<file path="config.mk">
export PLATFORM = sky130hd
export DESIGN_NAME = game_flow_ctrl
export DESIGN_NICKNAME = d
export VERILOG_FILES = /design/src/rtl/game_flow_ctrl.sv
export SDC_FILE = /design/constraint.sdc
export NUM_CORES = 1
export LEC_CHECK = 0
export ABC_CLOCK_PERIOD_IN_PS = 1800
export CAP_MARGIN = 10
export CORE_ASPECT_RATIO = 0.6
export CORE_MARGIN = 1
export CORE_UTILIZATION = 35
export CTS_CLUSTER_SIZE = 14
export DETAILED_ROUTE_END_ITERATION = 10
export DONT_BUFFER_PORTS = 1
export PLACE_DENSITY = 0.5
export SYNTH_ARGS = -nofsm -noshare
export SYNTH_HDL_FRONTEND = slang
export SYNTH_SLANG_ARGS = --single-unit
</file>
<file path="constraint.sdc">
create_clock -name clk_22 -period 1.8 [get_ports clk_22]
set_clock_uncertainty 0.05 [all_clocks]
set_input_delay 0.27 -clock clk_22 [delete_from_list [all_inputs] [get_ports clk_22]]
set_output_delay 0.27 -clock clk_22 [all_outputs]
set_load 0.005 [all_outputs]
</file>
<file path="src/rtl/game_flow_ctrl.sv">
// Game scene sequencer: open -> play -> (clear -> play)* -> win/lose -> open, with pause
// and edge-detected keys. Every output is registered; transitions follow the registered scene.
module game_flow_ctrl #(
    parameter int NUM_LEVELS  = 3,
    parameter int LVL_W       = 2,
    parameter int HP_W        = 10,
    parameter int LIFE_W      = 2,
    parameter int CNT_W       = 16,
    parameter int CLEAR_HOLD  = 1000,
    parameter int RESULT_HOLD = 500
) (
    input  logic              clk_22,
    input  logic              rst,
    input  logic              space,
    input  logic              pause_key,
    input  logic [HP_W-1:0]   bosshp,
    input  logic [LIFE_W-1:0] life,
    output logic [2:0]        scene,
    output logic [LVL_W-1:0]  level,
    output logic              gamestart,
    output logic              frozen
);

    typedef enum logic [2:0] {
        S_OPEN  = 3'd0,
        S_PLAY  = 3'd1,
        S_WIN   = 3'd2,
        S_LOSE  = 3'd3,
        S_PAUSE = 3'd4,
        S_CLEAR = 3'd5
    } scene_e;

    localparam logic [LVL_W-1:0] LAST_LVL   = LVL_W'(NUM_LEVELS - 1);
    localparam logic [CNT_W-1:0] CLEAR_LAST = CNT_W'(CLEAR_HOLD - 1);
    localparam logic [CNT_W-1:0] RESULT_MIN = CNT_W'(RESULT_HOLD);

    logic [2:0]       scene_q, scene_d;
    logic [LVL_W-1:0] level_q, level_d;
    logic [CNT_W-1:0] hold_q, hold_d;
    logic             gamestart_q, gamestart_d;
    logic             frozen_q;
    logic             space_q, pause_q;
    logic             space_rise, pause_rise;
    logic             win_sig, lose_sig, last;

    function automatic logic [CNT_W-1:0] sat_inc(input logic [CNT_W-1:0] v);
        return (v == '1) ? v : v + CNT_W'(1);
    endfunction

    function automatic logic is_timed(input logic [2:0] s);
        return (s == S_CLEAR) || (s == S_WIN) || (s == S_LOSE);
    endfunction

    assign space_rise = space & ~space_q;
    assign pause_rise = pause_key & ~pause_q;
    assign win_sig    = (bosshp == '0);
    assign lose_sig   = (life == '0);
    assign last       = (level_q == LAST_LVL);

    always_comb begin
        scene_d     = scene_q;
        level_d     = level_q;
        gamestart_d = 1'b0;
        case (scene_q)
            S_OPEN: begin
                if (space_rise) begin
                    scene_d     = S_PLAY;
                    level_d     = '0;
                    gamestart_d = 1'b1;
                end
            end
            S_PLAY: begin
                // Boss kill outranks a simultaneous death.
                if (win_sig && last)   scene_d = S_WIN;
                else if (win_sig)      scene_d = S_CLEAR;
                else if (lose_sig)     scene_d = S_LOSE;
                else if (pause_rise)   scene_d = S_PAUSE;
            end
            S_PAUSE: begin
                if (pause_rise) scene_d = S_PLAY;
            end
            S_CLEAR: begin
                if (hold_q == CLEAR_LAST) begin
                    scene_d     = S_PLAY;
                    level_d     = level_q + LVL_W'(1);
                    gamestart_d = 1'b1;
                end
            end
            S_WIN, S_LOSE: begin
                if (space_rise && (hold_q >= RESULT_MIN)) begin
                    scene_d = S_OPEN;
                    level_d = '0;
                end
            end
            default: scene_d = S_OPEN;
        endcase

        hold_d = hold_q;
        if (is_timed(scene_d) && (scene_d != scene_q)) hold_d = '0;
        else if (is_timed(scene_q))                    hold_d = sat_inc(hold_q);
    end

    // Keys reset high so a key held through reset cannot produce an edge.
    always_ff @(posedge clk_22) begin
        if (rst) begin
            scene_q     <= S_OPEN;
            level_q     <= '0;
            hold_q      <= '0;
            gamestart_q <= 1'b0;
            frozen_q    <= 1'b0;
            space_q     <= 1'b1;
            pause_q     <= 1'b1;
        end else begin
            scene_q     <= scene_d;
            level_q     <= level_d;
            hold_q      <= hold_d;
            gamestart_q <= gamestart_d;
            frozen_q    <= (scene_d == S_PAUSE);
            space_q     <= space;
            pause_q     <= pause_key;
        end
    end

    assign scene     = scene_q;
    assign level     = level_q;
    assign gamestart = gamestart_q;
    assign frozen    = frozen_q;

endmodule

</file>
### After elaboration in Yosys (flattened, before gate mapping)

Cells that the tools add are included.

| storage, ports and cells | value |
|---|---|
| flip-flop bits (word level) | 25 |
| word-level logic and storage cells | 62 |
| output and inout bits | 7 |
| bits of input ports | 16 |

| cells by class | value |
|---|---|
| bitwise operators | 5 |
| muxes and demuxes | 16 |
| reductions and logical operators | 15 |
| eq/ne operators | 16 |
| magnitude comparators | 1 |
| add/subtract/negate cells | 2 |

Operator list:

| kind | count |
|---|---|
| 3-bit two-way mux | 8 |
| 16-bit by 1-bit adder with 16-bit output (second input constant) | 1 |
| 16-bit by 10-bit equality test with 1-bit output (second input constant) | 1 |
| 16-bit equality test (second input constant) | 1 |
| 16-bit by 9-bit greater-or-equal comparator with 1-bit output (second input constant) | 1 |
| 3-bit case mux with 5 select lines | 1 |
| 3-bit by 2-bit equality test with 1-bit output (second input constant) | 4 |
| 3-bit equality test (second input constant) | 4 |
| 10-bit logical NOT | 1 |
| 2-bit two-way mux | 3 |
| 2-bit inequality test (second input constant) | 3 |
| 2-bit case mux with 3 select lines | 1 |
| 1-bit logical OR | 4 |
| 4-bit AND reduction | 1 |
| 2-bit OR reduction | 2 |
| 3-bit by 1-bit equality test with 1-bit output (second input constant) | 1 |
| 1-bit logical AND | 3 |
| 3-bit logical NOT | 1 |
| 3-bit inequality test | 1 |
| 1-bit inverter | 3 |
| 3-bit nonzero test | 1 |
| 2-bit by 1-bit adder with 2-bit output (second input constant) | 1 |
| 1-bit AND | 2 |
| 2-bit equality test (second input constant) | 1 |
| other kinds (4) | 5 |

### Logic depth before layout (Yosys ltp)

Gate-level depths: netlist of the first run.

| depth | value |
|---|---|
| depth in word-level cells | 12 |
| gate-level depth with buffers | 9 |
| mapped depth without buffers | 8 |

### Worst setup path before layout of the first run

No wires, ideal clock.

| timing path | value |
|---|---|
| path kind | input -> register |
| from | input port bosshp[7] |
| to | register hold_q[5] |
| slack | -0.098 ns |
| library setup time | 0.064 ns |
| data arrival time | 1.784 ns |
| data required time | 1.686 ns |
| buffers on the path | 1 |
| cell stages on the path | 7 |
| cells stage by stage | nor4_1 and3_2 mux2_2 a211oi_1 a2bb2oi_2 buf_6 nor2_1 |

| on the way | value |
|---|---|
| word-level cells in the longest chain between the ends | 9 |
| elaborated cells on any way between the ends | 13 |
| those cells by class | eq/ne: 4; mux: 3; reduce/logical: 6 |

RTL lines:

| item | line | text |
|---|---|---|
| start, declared | 16 | `input logic [HP_W-1:0] bosshp,` |
| 10-bit logical NOT (*) | 56 | `assign win_sig = (bosshp == '0);` |
| 3-bit two-way mux or 1-bit logical AND (tied branches) | 75, 74 |  |
| 3-bit two-way mux (*) | 74 | `if (win_sig && last) scene_d = S_WIN;` |
| 3-bit case mux with 5 select lines (*) | 64 | `case (scene_q)` |
| 3-bit equality test or 3-bit by 2-bit equality test with 1-bit output (tied branches) | 51 | `return (s == S_CLEAR) \|\| (s == S_WIN) \|\| (s == S_LOSE);` |
| 1-bit logical OR (2 in series) | 51 |  |
| 1-bit logical AND (*) | 99 | `if (is_timed(scene_d) && (scene_d != scene_q)) hold_d = '0;` |
| 2-bit OR reduction (no source line) (*) | - |  |
| end signal, assigned | 116 | `hold_q <= hold_d;` |
| end, declared | 39 | `logic [CNT_W-1:0] hold_q, hold_d;` |

Every way passes the cells marked *; elsewhere a longest branch is shown, timed or not.
A chain may end at the register's enable or synchronous reset.

### Worst setup path in the final report of the first run

| timing path | value |
|---|---|
| from | register scene_q[1] (netlist: scene[1]) |
| to | register hold_q[1] |

| on the way | value |
|---|---|
| word-level cells in the longest chain between the ends | 10 |
| elaborated cells on any way between the ends | 27 |
| those cells by class | eq/ne: 9; mux: 9; reduce/logical: 9 |

RTL lines:

| item | line | text |
|---|---|---|
| start, declared | 37 | `logic [2:0] scene_q, scene_d;` |
| start signal, assigned | 114 | `scene_q <= scene_d;` |
| 3-bit two-way mux | 77 | `else if (pause_rise) scene_d = S_PAUSE;` |
| 3-bit two-way mux | 76 | `else if (lose_sig) scene_d = S_LOSE;` |
| 3-bit two-way mux | 75 | `else if (win_sig) scene_d = S_CLEAR;` |
| 3-bit two-way mux | 74 |  |
| 3-bit case mux with 5 select lines | 64 |  |
| 3-bit equality test or 3-bit by 2-bit equality test with 1-bit output (tied branches) | 51 |  |
| 1-bit logical OR (2 in series) | 51 |  |
| 1-bit logical AND | 99 |  |
| 2-bit OR reduction (no source line) | - |  |

Parallel ways exist; a longest one is shown, timed or not.

==> results.json, run 1 <==
{
  "run_status": "complete, but fails checks",
  "synthXorXnorAreaFrac_pct": 9.77,
  "grt_overflow": 0,
  "synth_area_leaders": "dfxtp_1 37%, nor2_1 8.4%, xnor2_1 5.2%, xor2_1 4.6%, ha_1 2.8%",
  "synth_nets": 176,
  "p_leak_uw": 0.000656,
  "min-delay-start": "rst",
  "cts_buffer_depth": 2,
  "post-route-period-util_pct": 100,
  "clockRootBuffer": "clkbuf_8",
  "hold_end": "frozen",
  "rsz0062_at_grt": "true",
  "min_path_cells": 1,
  "nFillCells": 349,
  "antenna_cells": 0,
  "drt_wl_total_um": 3330,
  "r2r_slack_ns": -0.003,
  "dpl_cell_area_sq_um": 1630,
  "worst_pin_slew_ns": 0.321,
  "syn_area_per_cell_sq_um": 8.57,
  "portBuffers": 0,
  "synthArstFlopShare_pct": 0,
  "drc": 0,
  "synthAdderAreaFrac_pct": 2.79,
  "grt_max_degree": 17,
  "muxShareOfSynthArea_pct": 1.58,
  "clock-sinks": 25,
  "yosysWarnings": 0,
  "dieWidth_um": 82.0,
  "cp.arrival_ns": 1.92,
  "synth.cell_area_sq_um": 1350,
  "cts_tree": "yes",
  "power_uw": 994,
  "synthDominantCellAreaShare_pct": 37.2,
  "num_io_pins": 23,
  "htree_num_levels": 1,
  "cts_buffers": 3,
  "max-cap-violations": 0,
  "nNetsFinal": 207,
  "cp.required_ns": 1.91,
  "layout_setup_ws_ns": -0.00305,
  "synth_edf_count": 0,
  "dp_hpwl_um": 2500,
  "dieHeight_um": 50.0,
  "worst_skew_pair.late_latency_ns": 0.27,
  "ys_seq_area_share_pct": 37.2,
  "setup_viol": 5,
  "place.gp.congestion": 0.857,
  "cp_slowest_cell": "or4_4",
  "grt_pass1_wl_um": 5210,
  "path_cells": "or4_4, and2_4, o22ai_2, a2bb2oi_2, buf_12, nor2_1",
  "slowest_delay_ns": 0.56,
  "ant_nets": 0,
  "path_delay_family": "simple AND/OR/NAND/NOR gates",
  "syn_to_final_growth_pct": 32.2,
  "min_path_type": "in -> reg",
  "synth-simple-area-share_pct": 29.7,
  "dieArea_sq_um": 4100,
  "report.final.slew_viol_count": 0,
  "wl_per_cell_um": 14.2,
  "firstDrtPassIters": 4,
  "initial_core_util_pct": 36.6,
  "synth_ff_type": "dfxtp_1",
  "synth_top_family_by_area": "simple AND/OR/NAND/NOR gates",
  "relSlewSlack_pct": 78.5,
  "synth_seq_cells": 25,
  "violations": "setup timing",
  "critical_path_class": "reg -> reg",
  "row_count": 17,
  "timing.fmax_ghz": 0.555,
  "grt_pass1_vias": 1097,
  "r2r_cells": 6,
  "drive_above_1_share_pct": 36.4,
  "multi_input_area_sq_um": 893,
  "synth_compound_area_share_pct": 15.0,
  "antenna_found_initial": 0,
  "postSynthCellCount": 157,
  "hold_violations": 0,
  "r2r_end": "hold_q[1]",
  "track_usage_pct": 17.3,
  "rr_startpoint": "scene[1]",
  "dr_total_vias": 1219,
  "critPathBufInv": 1,
  "clkTransAtPathRegs_ns": 0.09,
  "crit_fanout": 16,
  "endpoint_kind": "flip-flop",
  "startpoint_type": "flip-flop",
  "synth.distinct_cells": 44,
  "avgViaCountPerCell": 5.21,
  "min_period_ns": 1.80,
  "core_sq_um": 3680,
  "fin_tns_setup_ns": -0.0100,
  "ir_worst_vdd_v": 0.000261,
  "fin_area_sq_um": 1780,
  "power_density_nw_per_um2": 559,
  "synth_top_area_cell": "dfxtp_1",
  "drt_iter0_markers": 83,
  "regArea_sq_um": 512
}
-- state kept, by name, indices dropped and copies added (netlist names) --
| name | cells |
|---|---|
| frozen | 1 |
| gamestart | 1 |
| hold_q | 16 |
| level | 2 |
| pause_q | 1 |
| scene | 3 |
| space_q | 1 |
-- Yosys cell counts (3+ instances only) --
master	instances
a21oi_1	6
dfxtp_1	25
ha_1	3
inv_1	7
nand2_1	8
nand2b_1	3
nand3_1	3
nand4_1	6
nor2_1	30
nor3_1	4
nor4_1	4
o211ai_1	4
o21ai_0	3
or2_2	3
xnor2_1	8
xor2_1	7
-- metrics by stage --
| stage | std cells | utilization [%] | hold slack (ns) | setup WS [ns] |
|---|---|---|---|---|
| floorplan | 157 | - | 0.327 | 0.00258 |
| global placement | 227 | 44.2 | 0.296 | -0.0375 |
| detailed placement | 227 | 44.2 | 0.296 | -0.114 |
| CTS | 232 | 46.4 | 0.00140 | -0.00636 |
| global route | 234 | 48.3 | 0.0229 | -0.0888 |
| finish | 234 | 48.3 | 0.0221 | -0.00305 |
-- layer usage --
| layer | routed length (um) | track usage (%) | up-vias |
|---|---|---|---|
| met4 | 0 | 1.75 | 0 |
| met5 | 0 | 0 | - |
| met1 | 1840 | 26.3 | 573 |
| met3 | 120 | 5.00 | 0 |
| met2 | 1370 | 24.2 | 28 |
| li1 | - | - | 618 |
-- layout by cell type, fill, tap and decap left out, types with 2 or more instances in the layout --
cell           count
nor2_1            30
buf_4             27
dfxtp_1           16
dfxtp_2            9
nand2_1            8
xnor2_1            8
inv_1              7
xor2_1             7
nand4_1            6
o211ai_1           4
a21oi_1            4
nor3_1             4
nand3_1            3
o2111ai_2          3
nand2b_1           3
or2_2              3
clkbuf_8           3
o21ai_1            2
nor4_2             2
and3_4             2
nor4_1             2
a21oi_2            2
a31oi_1            2
dlygate4sd3_1      2
-- report_power, final --
group / leakage (uW) / internal, uW / switching (uW)
sequential: 0.000207 / 559 / 6.53
combinational: 0.000426 / 52.5 / 45.4
clock: 0.0000228 / 158 / 172
-- logic make-up (layout without fill, tap and decap cells) --
| family | Yosys count | count (layout) |
|---|---|---|
| buf+inv | 11 | 41 |
| fa+ha+maj | 3 | 3 |
| simple gates | 76 | 76 |
| xor+xnor | 15 | 15 |
| compound gates | 25 | 25 |
| mux | 2 | 2 |
| flops | 25 | 25 |
-- final cells by class --
cell class	count	share of cell area [%]
timing repair buffer	30	13.7
inverter	7	1.48
multi-input combinational	121	50.2
clock buffer	4	2.53
sequential	25	28.8
tap	47	3.31
-- worst max path at each step --
| stage | start | endpoint | slack [ns] | cells after the start |
|---|---|---|---|---|
| 6_report | scene[1] | hold_q[1] | -0.003 | 6 |
| 4_1_cts | hold_q[1] | hold_q[15] | -0.006 | 7 |
| 3_5_place_dp | bosshp[1] | hold_q[5] | -0.11 | 7 |
| 2_1_floorplan | level[0] | hold_q[6] | 0.003 | 9 |
| 5_1_grt | hold_q[10] | hold_q[5] | -0.09 | 7 |
| 3_3_place_gp | hold_q[10] | hold_q[7] | -0.04 | 7 |
-- repair_timing --
item | 4_1_cts | 5_1_grt
endpoints found under the setup margin | 18 | 18
pin swaps | 3 | 2
hold buffers | 1 | 1
resized for setup | 7 | 14
buffers inserted | 0 | 1
hold endpoints to repair | 1 | 5
(Power assumes the default switching activity.)
==> inputs of run 2 (changes only) <==
--- a/config.mk
+++ b/config.mk
@@ -14,6 +14,7 @@
 export DETAILED_ROUTE_END_ITERATION = 10
 export DONT_BUFFER_PORTS = 1
 export PLACE_DENSITY = 0.5
+export SKIP_CTS_REPAIR_TIMING = 1
 export SYNTH_ARGS = -nofsm -noshare
 export SYNTH_HDL_FRONTEND = slang
 export SYNTH_SLANG_ARGS = --single-unit
==> results.json, run 2 (synthesis gave the netlist of run 1 again) <==
{
  "drive_above_1_share_pct": 36.0,
  "timing.fmax_ghz": 0.556,
  "portBuffers": 0,
  "row_count": 17,
  "hold_violations": 0,
  "report.final.slew_viol_count": 0,
  "dieWidth_um": 82.0,
  "min_period_ns": 1.80,
  "final_cell_mix": "30 x nor2_1, 27 x buf_4, 18 x dfxtp_1",
  "fin_tns_setup_ns": 0,
  "cp.arrival_ns": 1.95,
  "core_sq_um": 3680,
  "htree_num_levels": 1,
  "grt_pass1_wl_um": 5130,
  "worst_pin_slew_ns": 0.321,
  "nFillCells": 352,
  "clock-sinks": 25,
  "startpoint_type": "flip-flop",
  "antenna_cells": 0,
  "ir_worst_vdd_v": 0.000261,
  "dieHeight_um": 50.0,
  "post-route-period-util_pct": 100,
  "grt_max_degree": 17,
  "grt_overflow": 0,
  "clockRootBuffer": "clkbuf_8",
  "min_path_type": "in -> reg",
  "avgViaCountPerCell": 5.21,
  "firstDrtPassIters": 4,
  "drc": 0,
  "largest-register": "hold_q",
  "drt_wl_total_um": 3280,
  "rsz0062_at_grt": "true",
  "dpl_cell_area_sq_um": 1630,
  "syn_to_final_growth_pct": 31.6,
  "num_io_pins": 23,
  "wl_per_cell_um": 14.1,
  "setup_viol": 0,
  "max-cap-violations": 0,
  "initial_core_util_pct": 36.6,
  "layout_commonest_cell": "nor2_1",
  "grt_pass1_vias": 1071,
  "run_status": "finished clean",
  "power_density_nw_per_um2": 561,
  "p_leak_uw": 0.000651,
  "cts_buffer_depth": 2,
  "clkTransAtPathRegs_ns": 0.09,
  "cp.required_ns": 1.95,
  "fin_area_sq_um": 1770,
  "antenna_found_initial": 0,
  "relSlewSlack_pct": 78.5,
  "endpoint_kind": "flip-flop",
  "crit_fanout": 16,
  "worst_skew_pair.late_latency_ns": 0.27,
  "cts_buffers": 3,
  "nNetsFinal": 206,
  "place.gp.congestion": 0.857,
  "track_usage_pct": 17.0,
  "critical_path_class": "reg -> reg",
  "dp_hpwl_um": 2500,
  "dieArea_sq_um": 4100,
  "cts_tree": "yes",
  "largest_reg_flops": 16,
  "dr_total_vias": 1215,
  "ant_nets": 0,
  "drt_iter0_markers": 78
}
[run 2: cell count changes in the layout (fill, tap and decap cells not counted)]
cell,delta
dfxtp_1,+2
dfxtp_2,-2
a211oi_1,-1
dlygate4sd3_1,-1
a211oi_2,+1
[run 2: worst max-delay path, stage by stage (launching register included)]
cell       delay (ns)
dfxtp_2          0.35
nor4_4           0.34
o2111ai_2        0.20
a31oi_4          0.25
o22ai_2          0.12
a2bb2oi_2        0.15
buf_12           0.16
nor2_1           0.11
[run 2: path summary, 6_finish.rpt]
path,slack [ns],to,start,depth (start not counted)
setup / recovery,0.0007,hold_q[5],hold_q[10],7
hold reg to reg,0.50,level[0],level[0],2
setup reg to reg,0.0007,hold_q[5],hold_q[10],7
hold / removal,0.009,scene[0],rst,1
[run 2: per-layer routing]
layer	GRT usage (%)	vias up	wire length, um
met5	0	-	0
met4	1.75	0	13
met3	5.00	2	161
met2	23.8	26	1360
met1	25.9	572	1750
li1	-	615	-
[run 2: where the power goes]
part / leakage, uW / total (uW) / switching (uW) / internal [uW]
clock: 0.0000228 / 331 / 173 / 158
combinational: 0.000423 / 95.8 / 44.9 / 50.9
sequential: 0.000206 / 565 / 6.53 / 559
[run 2: through the flow]
| step | worst slack (ns) | cells | hold WS (ns) | util (%) | total power [uW] |
|---|---|---|---|---|---|
| after CTS | -0.105 | 231 | 0.00130 | 45.5 | 999 |
| after floorplan | 0.00258 | 157 | 0.327 | - | 635 |
| after detailed placement | -0.114 | 227 | 0.296 | 44.2 | 662 |
| after global placement | -0.0375 | 227 | 0.296 | 44.2 | 661 |
| after global routing | -0.0887 | 233 | 0.00319 | 48.1 | 1050 |
| final | 0.000692 | 233 | 0.00934 | 48.1 | 993 |
[run 2: cell type report]
class	instances	area, sq um	area share [%]
inverter	7	26.3	1.48
timing repair buffer	29	233	13.1
clock buffer	4	45.0	2.54
sequential	25	509	28.8
tap	47	58.8	3.32
multi-input combinational	121	898	50.7
==> inputs of run 3 (changes only) <==
--- a/config.mk
+++ b/config.mk
@@ -5,7 +5,7 @@
 export SDC_FILE = /design/constraint.sdc
 export NUM_CORES = 1
 export LEC_CHECK = 0
-export ABC_CLOCK_PERIOD_IN_PS = 1800
+export ABC_CLOCK_PERIOD_IN_PS = 2320
 export CAP_MARGIN = 10
 export CORE_ASPECT_RATIO = 0.6
 export CORE_MARGIN = 1
@@ -13,7 +13,8 @@
 export CTS_CLUSTER_SIZE = 14
 export DETAILED_ROUTE_END_ITERATION = 10
 export DONT_BUFFER_PORTS = 1
-export PLACE_DENSITY = 0.5
+export GPL_TIMING_DRIVEN = 0
+export PLACE_DENSITY = 0.48
 export SKIP_CTS_REPAIR_TIMING = 1
 export SYNTH_ARGS = -nofsm -noshare
 export SYNTH_HDL_FRONTEND = slang
==> constraint.sdc (replaced) <==
create_clock -name clk_22 -period 2.32 [get_ports clk_22]
set_clock_uncertainty 0.05 [all_clocks]
set_input_delay 0.348 -clock clk_22 [delete_from_list [all_inputs] [get_ports clk_22]]
set_output_delay 0.348 -clock clk_22 [all_outputs]
set_load 0.005 [all_outputs]
==> results.json, run 3 (synthesis gave the netlist of run 1 again) <==
{
  "run_status": "finished clean",
  "timing.fmax_ghz": 0.479,
  "p_leak_uw": 0.000507,
  "ir_worst_vdd_v": 0.000207,
  "largest-register": "hold_q",
  "drt_iter0_markers": 84,
  "ant_nets": 0,
  "dr_total_vias": 1132,
  "power_frac_seq_pct": 57.7,
  "drc": 0,
  "htree_num_levels": 1,
  "relSlewSlack_pct": 64.6,
  "r2r_slack_ns": 0.23,
  "antenna_found_initial": 0,
  "p_int_uw": 584,
  "cts_buffers": 3,
  "critical_path_class": "reg -> reg",
  "cp.required_ns": 2.44,
  "endpoint_kind": "flip-flop",
  "track_usage_pct": 18.2,
  "place_inst": 204,
  "worst_skew_pair.late_latency_ns": 0.27,
  "nNetsFinal": 184,
  "min_period_ns": 2.09,
  "layout_commonest_cell": "nor2_1",
  "hold_violations": 0,
  "switching_share_pct": 23.2,
  "post-route-period-util_pct": 90.0,
  "crit_cells": 7,
  "min-delay-start": "space",
  "rsz0062_at_grt": "false",
  "syn_to_final_growth_pct": 10.4,
  "avgViaCountPerCell": 5.36,
  "antenna_cells": 0,
  "path_cells": "buf_4, nand3b_1, a21oi_1, o2111ai_2, nor3_1, xnor2_1, nor2_2",
  "largest_reg_flops": 16,
  "num_io_pins": 23,
  "critPathBufInv": 1,
  "r2r_cells": 7,
  "clkTransAtPathRegs_ns": 0.09,
  "power_uw": 761,
  "grt_pass1_wl_um": 5450,
  "wl_per_cell_um": 15.2,
  "grt_max_degree": 14,
  "crit_fanout": 10,
  "startpoint_type": "flip-flop",
  "portBuffers": 0,
  "cts_buffer_depth": 2,
  "drive_above_1_share_pct": 16.5,
  "cp-startpoint": "scene[0]",
  "report.final.slew_viol_count": 0,
  "dp_hpwl_um": 2420,
  "path_delay_family": "compound AO/OA/AOI/OAI gates",
  "grt_pass1_vias": 1104,
  "initial_core_util_pct": 36.6,
  "stdcell_count": 211,
  "clock-sinks": 25,
  "final_cell_mix": "30 x nor2_1, 24 x dfxtp_1, 8 x nand2_1, 8 x xnor2_1",
  "worst_pin_slew_ns": 0.530,
  "min_path_type": "in -> reg",
  "rr_startpoint": "scene[0]",
  "dieHeight_um": 50.0,
  "row_count": 17,
  "cp.arrival_ns": 2.21,
  "cts_tree": "yes",
  "clockRootBuffer": "clkbuf_8",
  "power_density_nw_per_um2": 513,
  "grt_overflow": 0,
  "dieWidth_um": 82.0,
  "p_clk_share_pct": 34.3,
  "setup_viol": 0,
  "core_sq_um": 3680,
  "pwr-share-comb_pct": 8.1,
  "cp_slowest_cell": "dfxtp_1",
  "r2r_end": "hold_q[15]",
  "dieArea_sq_um": 4100,
  "switching_power_uw": 177,
  "max-cap-violations": 0,
  "drt_wl_total_um": 3200,
  "crit_end": "hold_q[15]",
  "slowest_delay_ns": 0.46,
  "nFillCells": 377,
  "place.gp.congestion": 0.890,
  "firstDrtPassIters": 4
}
-- run 3: metal layers --
metal	part of all wire, %	vias to the layer above	global-route usage [%]	wire, um
li1	-	571	-	-
met1	54	535	26.9	1740
met2	39	22	25.1	1260
met3	5.5	4	5.37	175
met4	0.84	0	4.68	27
met5	0	-	0	0
-- run 3: area by class of cell --
class	instances	area [sq um]	area share, %
multi-input combinational	121	803	54.1
sequential	25	502	33.8
tap	47	58.8	3.96
clock buffer	4	45.0	3.03
buffer	4	27.5	1.85
inverter	7	26.3	1.77
timing repair buffer	3	22.5	1.52
-- run 3: through the flow --
stage          TNS (ns)  instance area (sq um)  hold slack, ns  worst slack, ns  util (%)
5_1_grt               0                   1490           0.122           0.0617      40.4
2_1_floorplan         0                   1350           0.405            0.344         -
4_1_cts          -0.231                   1450           0.125          -0.0295      39.4
3_3_place_gp          0                   1400           0.406           0.0580      38.2
6_report              0                   1490           0.125            0.233      40.4
3_5_place_dp     -0.123                   1400           0.411          -0.0171      38.2
-- run 3: worst register-to-register path, stage by stage (launching register included) --
cell and delay [ns]:
dfxtp_1 0.46, buf_4 0.22, nand3b_1 0.15, a21oi_1 0.35, o2111ai_2 0.29, nor3_1 0.27, xnor2_1 0.17, nor2_2 0.04
-- run 3: power by group through the flow --
stage | Sequential, uW | Clock [uW] | Combinational [uW]
after floorplan | 447 | 0 | 42.9
after CTS | 439 | 265 | 53.9
after global routing | 440 | 288 | 67.2
after detailed placement | 449 | 0 | 53.5
final | 439 | 261 | 61.4
after global placement | 449 | 0 | 51.9
-- run 3: worst min path at each step --
stage	cells past startpoint	to	slack, ns
final	1	space_q	0.12
after global routing	1	space_q	0.12
after detailed placement	1	space_q	0.41
after CTS	1	space_q	0.13
after floorplan	1	pause_q	0.40
after global placement	1	space_q	0.41
